[config.mk]
export PLATFORM = sky130hd
export DESIGN_NAME = mult_bist_ctrl
export DESIGN_NICKNAME = d
export VERILOG_FILES = /design/src/rtl/mult_bist_ctrl.sv
export SDC_FILE = /design/constraint.sdc
export NUM_CORES = 1
export LEC_CHECK = 0
export CAP_MARGIN = 20
export CORE_ASPECT_RATIO = 0.7
export CORE_MARGIN = 2
export CORE_UTILIZATION = 43
export DETAILED_ROUTE_END_ITERATION = 6
export GPL_TIMING_DRIVEN = 0
export PLACE_DENSITY = 0.81
export SYNTH_ARGS = -nofsm -noshare
export SYNTH_HDL_FRONTEND = slang
export SYNTH_SLANG_ARGS = --single-unit
[constraint.sdc]
create_clock -name clk -period 1.6 [get_ports clk]
set_input_delay 0.32 -clock clk [delete_from_list [all_inputs] [get_ports clk]]
set_output_delay 0.32 -clock clk [all_outputs]
set_load 0.01 [all_outputs]
[src/rtl/mult_bist_ctrl.sv]
// ---------------------------------------------------------------------------
// mult_bist_ctrl
//
// Built-in self-test controller for the 4-bit array multiplier.
//
// An 8-bit Fibonacci LFSR (x^8+x^6+x^5+x^4+1) generates operand pairs for
// the multiplier. An 8-bit MISR using the same polynomial compacts every
// returned product into a signature. When a run finishes, the signature is
// compared against golden_sig and the result is held on pass while done is
// high.
//
// Phases: IDLE -> SEED -> RUN -> [FLUSH] -> CMP -> DONE
//
// Optional feature (compile-time macro): MULT_BIST_PIPE_EN
//   defined   : the product is registered (p_q, v_q) before compaction, and
//               one FLUSH cycle drains the last registered product. done
//               therefore rises one cycle later. The final signature is the
//               same as in the default build.
//   undefined : mul_p is compacted combinationally during RUN; FLUSH is
//               never entered.
//
// Parameters
//   PATTERNS   patterns per run, legal range 1..255
//   LFSR_SEED  LFSR load value, must be non-zero
//
// Ports
//   clk        in   rising-edge clock
//   rst_n      in   synchronous active-low reset
//   start      in   begin a run (accepted only in IDLE or DONE)
//   golden_sig in   [7:0] expected signature, sampled in CMP
//   mul_p      in   [7:0] multiplier product
//   mul_a      out  [3:0] operand A = lfsr[7:4]
//   mul_b      out  [3:0] operand B = lfsr[3:0]
//   test_mode  out  high in RUN and FLUSH (wrapper selects mul_a/mul_b)
//   busy       out  high in SEED, RUN, FLUSH and CMP
//   done       out  high in DONE
//   pass       out  registered signature match, valid while done is high
//   signature  out  [7:0] current MISR contents
// ---------------------------------------------------------------------------
module mult_bist_ctrl #(
  parameter int unsigned PATTERNS  = 255,
  parameter logic [7:0]  LFSR_SEED = 8'hFF
) (
  input  logic       clk,
  input  logic       rst_n,
  input  logic       start,
  input  logic [7:0] golden_sig,
  input  logic [7:0] mul_p,
  output logic [3:0] mul_a,
  output logic [3:0] mul_b,
  output logic       test_mode,
  output logic       busy,
  output logic       done,
  output logic       pass,
  output logic [7:0] signature
);

  typedef enum logic [2:0] {
    IDLE  = 3'd0,
    SEED  = 3'd1,
    RUN   = 3'd2,
    FLUSH = 3'd3,
    CMP   = 3'd4,
    DONE  = 3'd5
  } state_t;

  // Count value on which the last pattern is applied.
  localparam logic [7:0] LAST_CNT = 8'(PATTERNS - 1);

  state_t     state;
  logic [7:0] lfsr;
  logic [7:0] misr;
  logic [7:0] cnt;

  // Next LFSR value and MISR shift term; feedback taps at bits 7,5,4,3.
  logic [7:0] lfsr_adv;
  logic [7:0] misr_shift;

  assign lfsr_adv   = {lfsr[6:0], lfsr[7] ^ lfsr[5] ^ lfsr[4] ^ lfsr[3]};
  assign misr_shift = {misr[6:0], misr[7] ^ misr[5] ^ misr[4] ^ misr[3]};

`ifdef MULT_BIST_PIPE_EN
  // Registered product and its valid flag. v_q marks p_q as holding a
  // product that was presented during RUN, so the first RUN cycle (nothing
  // captured yet) and the FLUSH cycle (last product still pending) both
  // fall out of the same rule.
  logic [7:0] p_q;
  logic       v_q;
`endif

  // Operands come straight from the LFSR register, so they change only on
  // clock edges.
  assign mul_a     = lfsr[7:4];
  assign mul_b     = lfsr[3:0];
  assign signature = misr;

  always_ff @(posedge clk) begin
    if (!rst_n) begin
      state     <= IDLE;
      lfsr      <= LFSR_SEED;
      misr      <= 8'h00;
      cnt       <= 8'h00;
      pass      <= 1'b0;
      test_mode <= 1'b0;
      busy      <= 1'b0;
      done      <= 1'b0;
`ifdef MULT_BIST_PIPE_EN
      p_q       <= 8'h00;
      v_q       <= 1'b0;
`endif
    end else begin
`ifdef MULT_BIST_PIPE_EN
      p_q <= mul_p;
      v_q <= (state == RUN);
`endif
      case (state)
        IDLE, DONE: begin
          // done and pass drop as soon as a new run is accepted, so the
          // SEED cycle never shows a stale result.
          if (start) begin
            state     <= SEED;
            busy      <= 1'b1;
            done      <= 1'b0;
            pass      <= 1'b0;
            test_mode <= 1'b0;
          end
        end

        SEED: begin
          lfsr      <= LFSR_SEED;
          misr      <= 8'h00;
          cnt       <= 8'h00;
          pass      <= 1'b0;
          state     <= RUN;
          test_mode <= 1'b1;
          busy      <= 1'b1;
        end

        RUN: begin
          lfsr <= lfsr_adv;
          cnt  <= cnt + 8'd1;
`ifdef MULT_BIST_PIPE_EN
          if (v_q) begin
            misr <= misr_shift ^ p_q;
          end
          if (cnt == LAST_CNT) begin
            state <= FLUSH;
          end
`else
          misr <= misr_shift ^ mul_p;
          if (cnt == LAST_CNT) begin
            state     <= CMP;
            test_mode <= 1'b0;
          end
`endif
        end

        FLUSH: begin
`ifdef MULT_BIST_PIPE_EN
          if (v_q) begin
            misr <= misr_shift ^ p_q;
          end
`endif
          state     <= CMP;
          test_mode <= 1'b0;
        end

        CMP: begin
          pass      <= (misr == golden_sig);
          state     <= DONE;
          busy      <= 1'b0;
          done      <= 1'b1;
          test_mode <= 1'b0;
        end

        default: begin
          state     <= IDLE;
          test_mode <= 1'b0;
          busy      <= 1'b0;
          done      <= 1'b0;
          pass      <= 1'b0;
        end
      endcase
    end
  end

endmodule

## Word-level counts from Yosys, hierarchy flattened

Cells that the tools add are included.

| operators by class | value |
|---|---|
| add/sub/neg operators | 1 |
| $mul | 0 |
| divide/modulo/power cells | 0 |
| magnitude comparators | 0 |
| equal/unequal tests | 9 |
| shifts and indexed selects | 0 |
| mux-type cells | 13 |
| bitwise logic cells | 9 |
| reduce and logical (&&, ||, !) cells | 8 |

Operators by type and width:

| kind | count |
|---|---|
| $pmux W8 S2 | 3 |
| $pmux W3 S5 | 1 |
| $pmux W1 S3 | 4 |
| $add A8 B1 Y8 const B | 1 |
| $eq A8 B8 Y1 | 1 |
| $eq A8 B8 Y1 const B | 1 |
| $xor A8 B8 Y8 | 1 |
| $eq A3 B2 Y1 const B | 2 |
| $eq A3 B3 Y1 const B | 2 |
| $mux W3 | 2 |
| $reduce_and A2 Y1 | 3 |
| $xor A1 B1 Y1 | 6 |
| $ne A2 B2 Y1 const B | 2 |
| $reduce_or A2 Y1 | 2 |
| $eq A3 B1 Y1 const B | 1 |
| $logic_not A3 Y1 | 1 |
| $mux W1 | 3 |
| $reduce_or A3 Y1 | 1 |
| $not A1 Y1 | 2 |
| $reduce_bool A2 Y1 | 1 |

| storage, ports and cells | value |
|---|---|
| register bits after elaboration | 31 |
| latch bits | 0 |
| memory bits (writable) | 0 |
| memory bits (read-only) | 0 |
| input port bits | 19 |
| output and inout bits | 20 |
| logic and storage cells | 48 |
| memories | 0 |

## Logic depth before layout (Yosys ltp)

| logic depth | value |
|---|---|
| depth in word-level cells | 5 |
| mapped depth | 7 |

## Worst setup path before layout

Ideal clock, no wire load.

| timing | value |
|---|---|
| kind | flip-flop to flip-flop |
| start | reg state[0] |
| end | reg misr[0], in the netlist signature[0] |
| arrival time | 1436 ps |
| data required time | 1482 ps |
| path slack | 45 ps |
| cell stages (with the launch flop) | 8 |
| buffers on the path | 3 |
| period minus slack after synthesis | 1555 ps |
| cell sequence | dfxtp_1 > buf_4 > or3b_1 > buf_2 > and2_1 > buf_2 > a22oi_1 > nor2b_1 |

| on the way | value |
|---|---|
| word-level cells in the longest chain between the ends | 2 |
| elaborated cells between the ends (all ways) | 4 |
| classes of those cells | 2 x eq/ne; 1 x mux; 1 x reduce/logical |

Ends and longest elaborated chain:

| element | RTL line | RTL |
|---|---|---|
| start: declaration | 70 | `state_t state;` |
| start signal: assignment | 99 | `state <= IDLE;` |
| start signal: assignment | 121 | `state <= SEED;` |
| start signal: assignment | 134 | `state <= RUN;` |
| $eq A3 B2 Y1 / $eq A3 B1 Y1 (equally long branches) | 116 | `case (state)` |
| $pmux W8 S2 / $reduce_bool A2 Y1 (equally long branches) | -- |  |
| end signal: assignment | 150 | `misr <= misr_shift ^ mul_p;` |
| end: declaration | 72 | `logic [7:0] misr;` |

Parallel ways exist; a longest one is shown, timed or not.
A chain may end at the register's enable or synchronous reset.

## Worst setup path in the final report

| timing | value |
|---|---|
| start | reg state[0] |
| end | reg cnt[5] |

| on the way | value |
|---|---|
| word-level cells in the longest chain between the ends | 2 |
| elaborated cells between the ends (all ways) | 4 |
| classes of those cells | 2 x eq/ne; 1 x mux; 1 x reduce/logical |

Ends and longest elaborated chain:

| element | RTL line | RTL |
|---|---|---|
| $eq A3 B2 Y1 / $eq A3 B1 Y1 (equally long branches) | 116 |  |
| $pmux W8 S2 / $reduce_bool A2 Y1 (equally long branches) | -- |  |
| end signal: assignment | 141 | `cnt <= cnt + 8'd1;` |
| end: declaration | 73 | `logic [7:0] cnt;` |

Parallel ways exist; a longest one is shown, timed or not.

==> flow_metrics.tcl <==
set metrics [dict create \
    synth-adder-area-share_pct 1.63 \
    syn_inst 171 \
    drtIter0Drc 63 \
    finalClockSkew_ns 0.00841 \
    area_growth_syn_to_layout_pct 38.5 \
    ys_seq_area_share_pct 40.5 \
    synth_cell_type_count 38 \
    grt_max_degree 11 \
    outcome "completed" \
    clkLatencyLatePin_ns 0.29 \
    fin_nets 239 \
    wl_per_cell_um 13.4 \
    antenna_found_initial 0 \
    numPortBuffers 38 \
    initial_core_util_pct 44.2 \
    setup_tns_ns 0 \
    path_clk_slew_ns 0.07 \
    ys_warn_count 0 \
    synth_top_family_by_area "simple AND/OR/NAND/NOR gates" \
    first_pass_iters 4 \
    grt_overflow 0 \
    finalCritPeriodShare_pct 98.6 \
    finalPower_mw 1.88 \
    yosys.area_share.simple_pct 21.4 \
    dp_hpwl_um 2500 \
    min_period_ns 1.58 \
    cts_made_buffers 5 \
    ys_seq_elements 31 \
    crit_required_ns 1.82 \
    cts_tree "yes" \
    reg2reg_slack_ns 0.02 \
    ir_drop_mv 0.566 \
    synth_xor_area_share_pct 12.9 \
    postSynthAreaPerCell_um2 8.96 \
    gp_congestion 0.816 \
    rsz0062_at_grt "yes" \
    cp_max_fo 10 \
    yosys.area.top_type "dfxtp_1" \
    synth_area_leaders "dfxtp_1, xor2_1, nor2b_1" \
    p_leak_nw 0.872 \
    hold_slack_ns 0.476 \
    p_per_area_mw_per_mm2 885 \
    fillerInstances 317 \
    ctsHtreeMaxLevel 2 \
    synthMuxAreaShare_pct 2.61 \
    cap_viol_max_count 0 \
    end_kind "flop" \
    arrival_ns 1.80 \
    drive_above_1_share_pct 13.7 \
    track_usage_pct 19.3 \
    via_per_inst 5.09 \
    start_kind "flop" \
    grt_pass1_vias 1244 \
    seq_area_um2 633 \
    drc 0 \
    grt_pass1_wl_um 5620 \
    synth_compound_area_share_pct 16.9 \
    synth_top_cell_area_share_pct 40.5 \
    critical_path_class "flop to flop" \
    fp.dieH_um 54.0 \
    min_path_type "flop to flop" \
    vias 1368 \
    syn_area_mm2 0.00153 \
    hold_viol 0 \
    drv_slew 0 \
    tightest_slew_ns 0.412 \
    io_pins 39 \
    synth_nets 192 \
    multi_input_area_um2 875 \
    root_buffer "clkbuf_8" \
    drt-total-wl_um 3590 \
    clockBufferDepth 2 \
    slew_headroom_pct 72.5 \
    clkSinkCount 31 \
    setup-violations-final 0 \
    fp.coreArea_mm2 0.00347 \
    num_antenna_cells 0 \
    ant_nets 0 \
    die_x_um 75.4 \
    fmax_mhz 634 \
    die_area_mm2 0.00407 \
    placementRows 18 \
]
-- kinds of logic after synthesis --
| logic type | count (synthesis) |
|---|---|
| and+or+nand+nor | 61 |
| AOI/OAI and AO/OA | 38 |
| xor gates and xnor gates | 21 |
| DFF | 31 |
| muxes | 4 |
| adders and majority gates | 2 |
| buffers and inverters | 14 |
-- critical path, stage by stage, from the launching register on --
cell	delay, ns
dfxtp_1	0.31
buf_6	0.13
or3b_4	0.41
or4_1	0.52
a21boi_1	0.14
-- Yosys cell counts, drive strengths merged --
cell type / n
o21ba: 1
or4b: 1
a21oi: 3
or3b: 2
o211ai: 1
nor3b: 1
o211a: 1
mux2i: 4
o21ai: 8
a22oi: 8
nand2: 18
o311ai: 1
ha: 2
nand3: 4
a221oi: 1
and2: 6
a2bb2oi: 1
dfxtp: 31
xor2: 14
nand4: 3
xnor3: 1
or3: 1
o2bb2ai: 1
or4: 1
o22ai: 8
nor4: 1
nor2b: 12
xnor2: 6
a21boi: 3
inv: 4
clkbuf: 6
nor2: 10
buf: 4
and4: 1
a32oi: 1
-- final timing paths --
| check | from | end | depth (start not counted) |
|---|---|---|---|
| worst min register to register | pass$_SDFFE_PN0P_ | pass$_SDFFE_PN0P_ | 2 |
| worst max-delay path | state[0]$_SDFFE_PN0P_ | cnt[5]$_SDFFE_PN0P_ | 4 |
| worst max register to register | state[0]$_SDFFE_PN0P_ | cnt[5]$_SDFFE_PN0P_ | 4 |
| worst min-delay path | pass$_SDFFE_PN0P_ | pass$_SDFFE_PN0P_ | 2 |
-- sequential cells by signal, indices dropped and copies added, names as in the netlist --
register,count
busy,1
cnt,8
done,1
lfsr,8
pass,1
signature,8
state,3
test_mode,1
-- report_power, final --
| part | internal (mW) | leakage [nW] | switching (mW) |
|---|---|---|---|
| clock | 0.304 | 0.0422 | 0.286 |
| combinational | 0.229 | 0.575 | 0.205 |
| sequential | 0.814 | 0.254 | 0.0415 |
| total | 1.35 | 0.872 | 0.532 |
-- final cells by class --
type	count	share of cell area, %
sequential	31	29.8
clock buffer	7	3.59
multi-input combinational	127	41.2
timing repair buffer	40	19.0
clock inverter	1	0.236
buffer	9	2.53
inverter	4	0.707
tap	50	2.95
-- layer usage --
| layer | global-route usage [%] | wire length (um) |
|---|---|---|
| met1 | 24.5 | 1760 |
| met5 | 0 | 0 |
| met4 | 7.89 | 64 |
| met2 | 29.4 | 1580 |
| met3 | 7.49 | 186 |
-- stage by stage --
stage | instances | setup WS (ns) | area, um^2 | utilization (%)
floorplan | 171 | 0.0454 | 1530 | -
global placement | 259 | -0.232 | 1980 | 57.0
detailed placement | 259 | -0.241 | 1980 | 57.0
CTS | 268 | 0.00380 | 2080 | 59.9
global route | 269 | -0.0136 | 2120 | 61.2
finish | 269 | 0.0219 | 2120 | 61.2
-- cell usage in the layout, fill, tap and decap left out, drive strengths merged, types with 2 or more instances in the layout --
cell type and n:
a21boi 3, clkdlybuf4s50 35, nand3 4, nand2 18, or3b 2, xor2 14, nor2b 12, o21ai 8
nand4 3, xnor2 6, clkbuf 13, inv 4, dfxtp 31, buf 5, dlymetal6s2s 3, a21oi 3
mux2i 4, o22ai 8, a22oi 8, nor2 10, and2 7, ha 2
-- what timing repair did --
action / in CTS / in global routing
resized for setup: 7 / 19
pin swaps: 0 / 1
hold buffers: 0 / 0
buffers inserted: 2 / 0
cloned: 0 / 1
setup endpoints to repair: 15 / 26
(Power assumes the default switching activity.)
==> edit: new RTL, same settings <==
Encoding of `state_t`: now one-hot (6 bits for 6 states).
--- a/src/rtl/mult_bist_ctrl.sv
+++ b/src/rtl/mult_bist_ctrl.sv
@@ -55,13 +55,13 @@
   output logic [7:0] signature
 );
 
-  typedef enum logic [2:0] {
-    IDLE  = 3'd0,
-    SEED  = 3'd1,
-    RUN   = 3'd2,
-    FLUSH = 3'd3,
-    CMP   = 3'd4,
-    DONE  = 3'd5
+  typedef enum logic [5:0] {
+    IDLE  = 6'b000001,
+    SEED  = 6'b000010,
+    RUN   = 6'b000100,
+    FLUSH = 6'b001000,
+    CMP   = 6'b010000,
+    DONE  = 6'b100000
   } state_t;
 
   // Count value on which the last pattern is applied.
Formal check against the unedited RTL: same outputs for any inputs over 10 cycles, from zero or initial values and one cycle with rst_n low; not proved beyond that.
==> edit against the original RTL <==
- cell area up 10%
- synthesized area up 9.2%
- total power up 1.3%
- setup slack better by 18 ps
- global-route usage up 0.22 points
- largest cell class unchanged
- count of clock-buffer cells in the layout unchanged
- sequential cell count up 2
- wire length up 13%
- clock power up 37%
==> edit: results (changes against the original RTL) <==
* Actual slew at the worst max-slew pin at 599 ps (+187 ps)
* Main area contributors after synthesis: sky130_fd_sc_hd__dfxtp_1 39%, sky130_fd_sc_hd__xnor2_1 6.3%, sky130_fd_sc_hd__xor2_1 5.8%
* DRC marker count from the first detailed-route iteration at 141 (+120%)
* Syn_nets at 205 (+6.8%)
* Tmin final at 1560 ps (-18.2 ps)
* Final instance count without filler cells at 281 (+4.5%)
* Post-placement worst setup slack at -288 ps (-47.7 ps)
* Sequential share of the synthesized area at 39.5% (-1.0 points)
* Met1 layer wirelength in the final routing at 2030 µm (+15%)
* Number of resized instances in the post-cts repair step at 8 (+1)
* Vias in the first global route at 1,384 (+11%)
* Filler instances at 275 (-13%)
* GR Util met3 at 5.52% (-2.0 points)
* Crit path DAT at 1720 ps (-80 ps)
* Placed wire-length estimate at 2850 µm (+14%)
* Sum of routed wire length over all layers at 4070 µm (+13%)
* Worst reg2reg path depth at 6 (+2)
* Worst setup skew after layout at 10.2 ps (+1.77 ps)
* Run status: finished clean
* Met1 Track Usage GR at 28.0% (+3.5 points)
* Number of library cell types mapped by synthesis at 49 (+29%)
* Register-to-Register Setup Slack at 40 ps (+20 ps)
* Weighted congestion at the end of routability-driven global placement at 0.785 (-3.9%)
* Fraction of layout cells with a size suffix above 1 at 18.6% (+4.9 points)
* Placement-stage cell area at 0.00212 mm² (+7.2%)
* Hold worst-path end: done
* Delay of the slowest cell on the worst path at 430 ps (-90 ps)
* Hold_sp: done
* Wire length of the first global-routing pass at 6600 µm (+17%)
* Met2 track demand over resource in global routing at 27.7% (-1.7 points)
* Critical path's slowest cell: sky130_fd_sc_hd__or3_4
* Detailed-route via count at 1,497 (+9.4%)
* FF-to-FF End: cnt[7]
* Placed instance count at 272 (+5.0%)
* Post-synthesis area per instance at 9.10 µm² (+1.5%)
* Worst IR Drop VDD at 0.507 mV (-10%)
* Total length of routed met2 wires at 1850 µm (+17%)
* Routed wl met3 at 180 µm (-3.2%)
* Reported leakage power at 0.840 nW (-3.7%)
* Post-Route Hold Slack at 485 ps (+8.97 ps)
edit: area by class of cell:
type / count / area [µm²] / area share, %
Tap cell: 50 / 62.6 / 2.67
Buffer: 9 / 63.8 / 2.72
Multi-Input combinational cell: 137 / 997 / 42.5
Inverter: 2 / 7.51 / 0.320
Clock buffer: 7 / 86.3 / 3.68
Timing Repair Buffer: 42 / 423 / 18.0
Sequential cell: 33 / 676 / 28.8
Clock inverter: 1 / 30.0 / 1.28
edit: cell families (layout without fill, tap and decap cells):
family | Yosys count | after routing | synth area share [%]
compound gates | 49 | 49 | 20.3
xor+xnor | 24 | 24 | 13.4
fa+ha+maj | 2 | 2 | 1.49
buf+inv | 14 | 61 | 5.08
flops | 33 | 33 | 39.5
mux | 1 | 1 | 0.598
simple gates | 61 | 61 | 19.7
edit: power breakdown:
part           internal [W]  switching [W]  leakage [nW]
Sequential         0.000834      0.0000145         0.270
Combinational      0.000128       0.000121         0.511
Clock              0.000508       0.000300        0.0585
Total               0.00147       0.000436         0.840
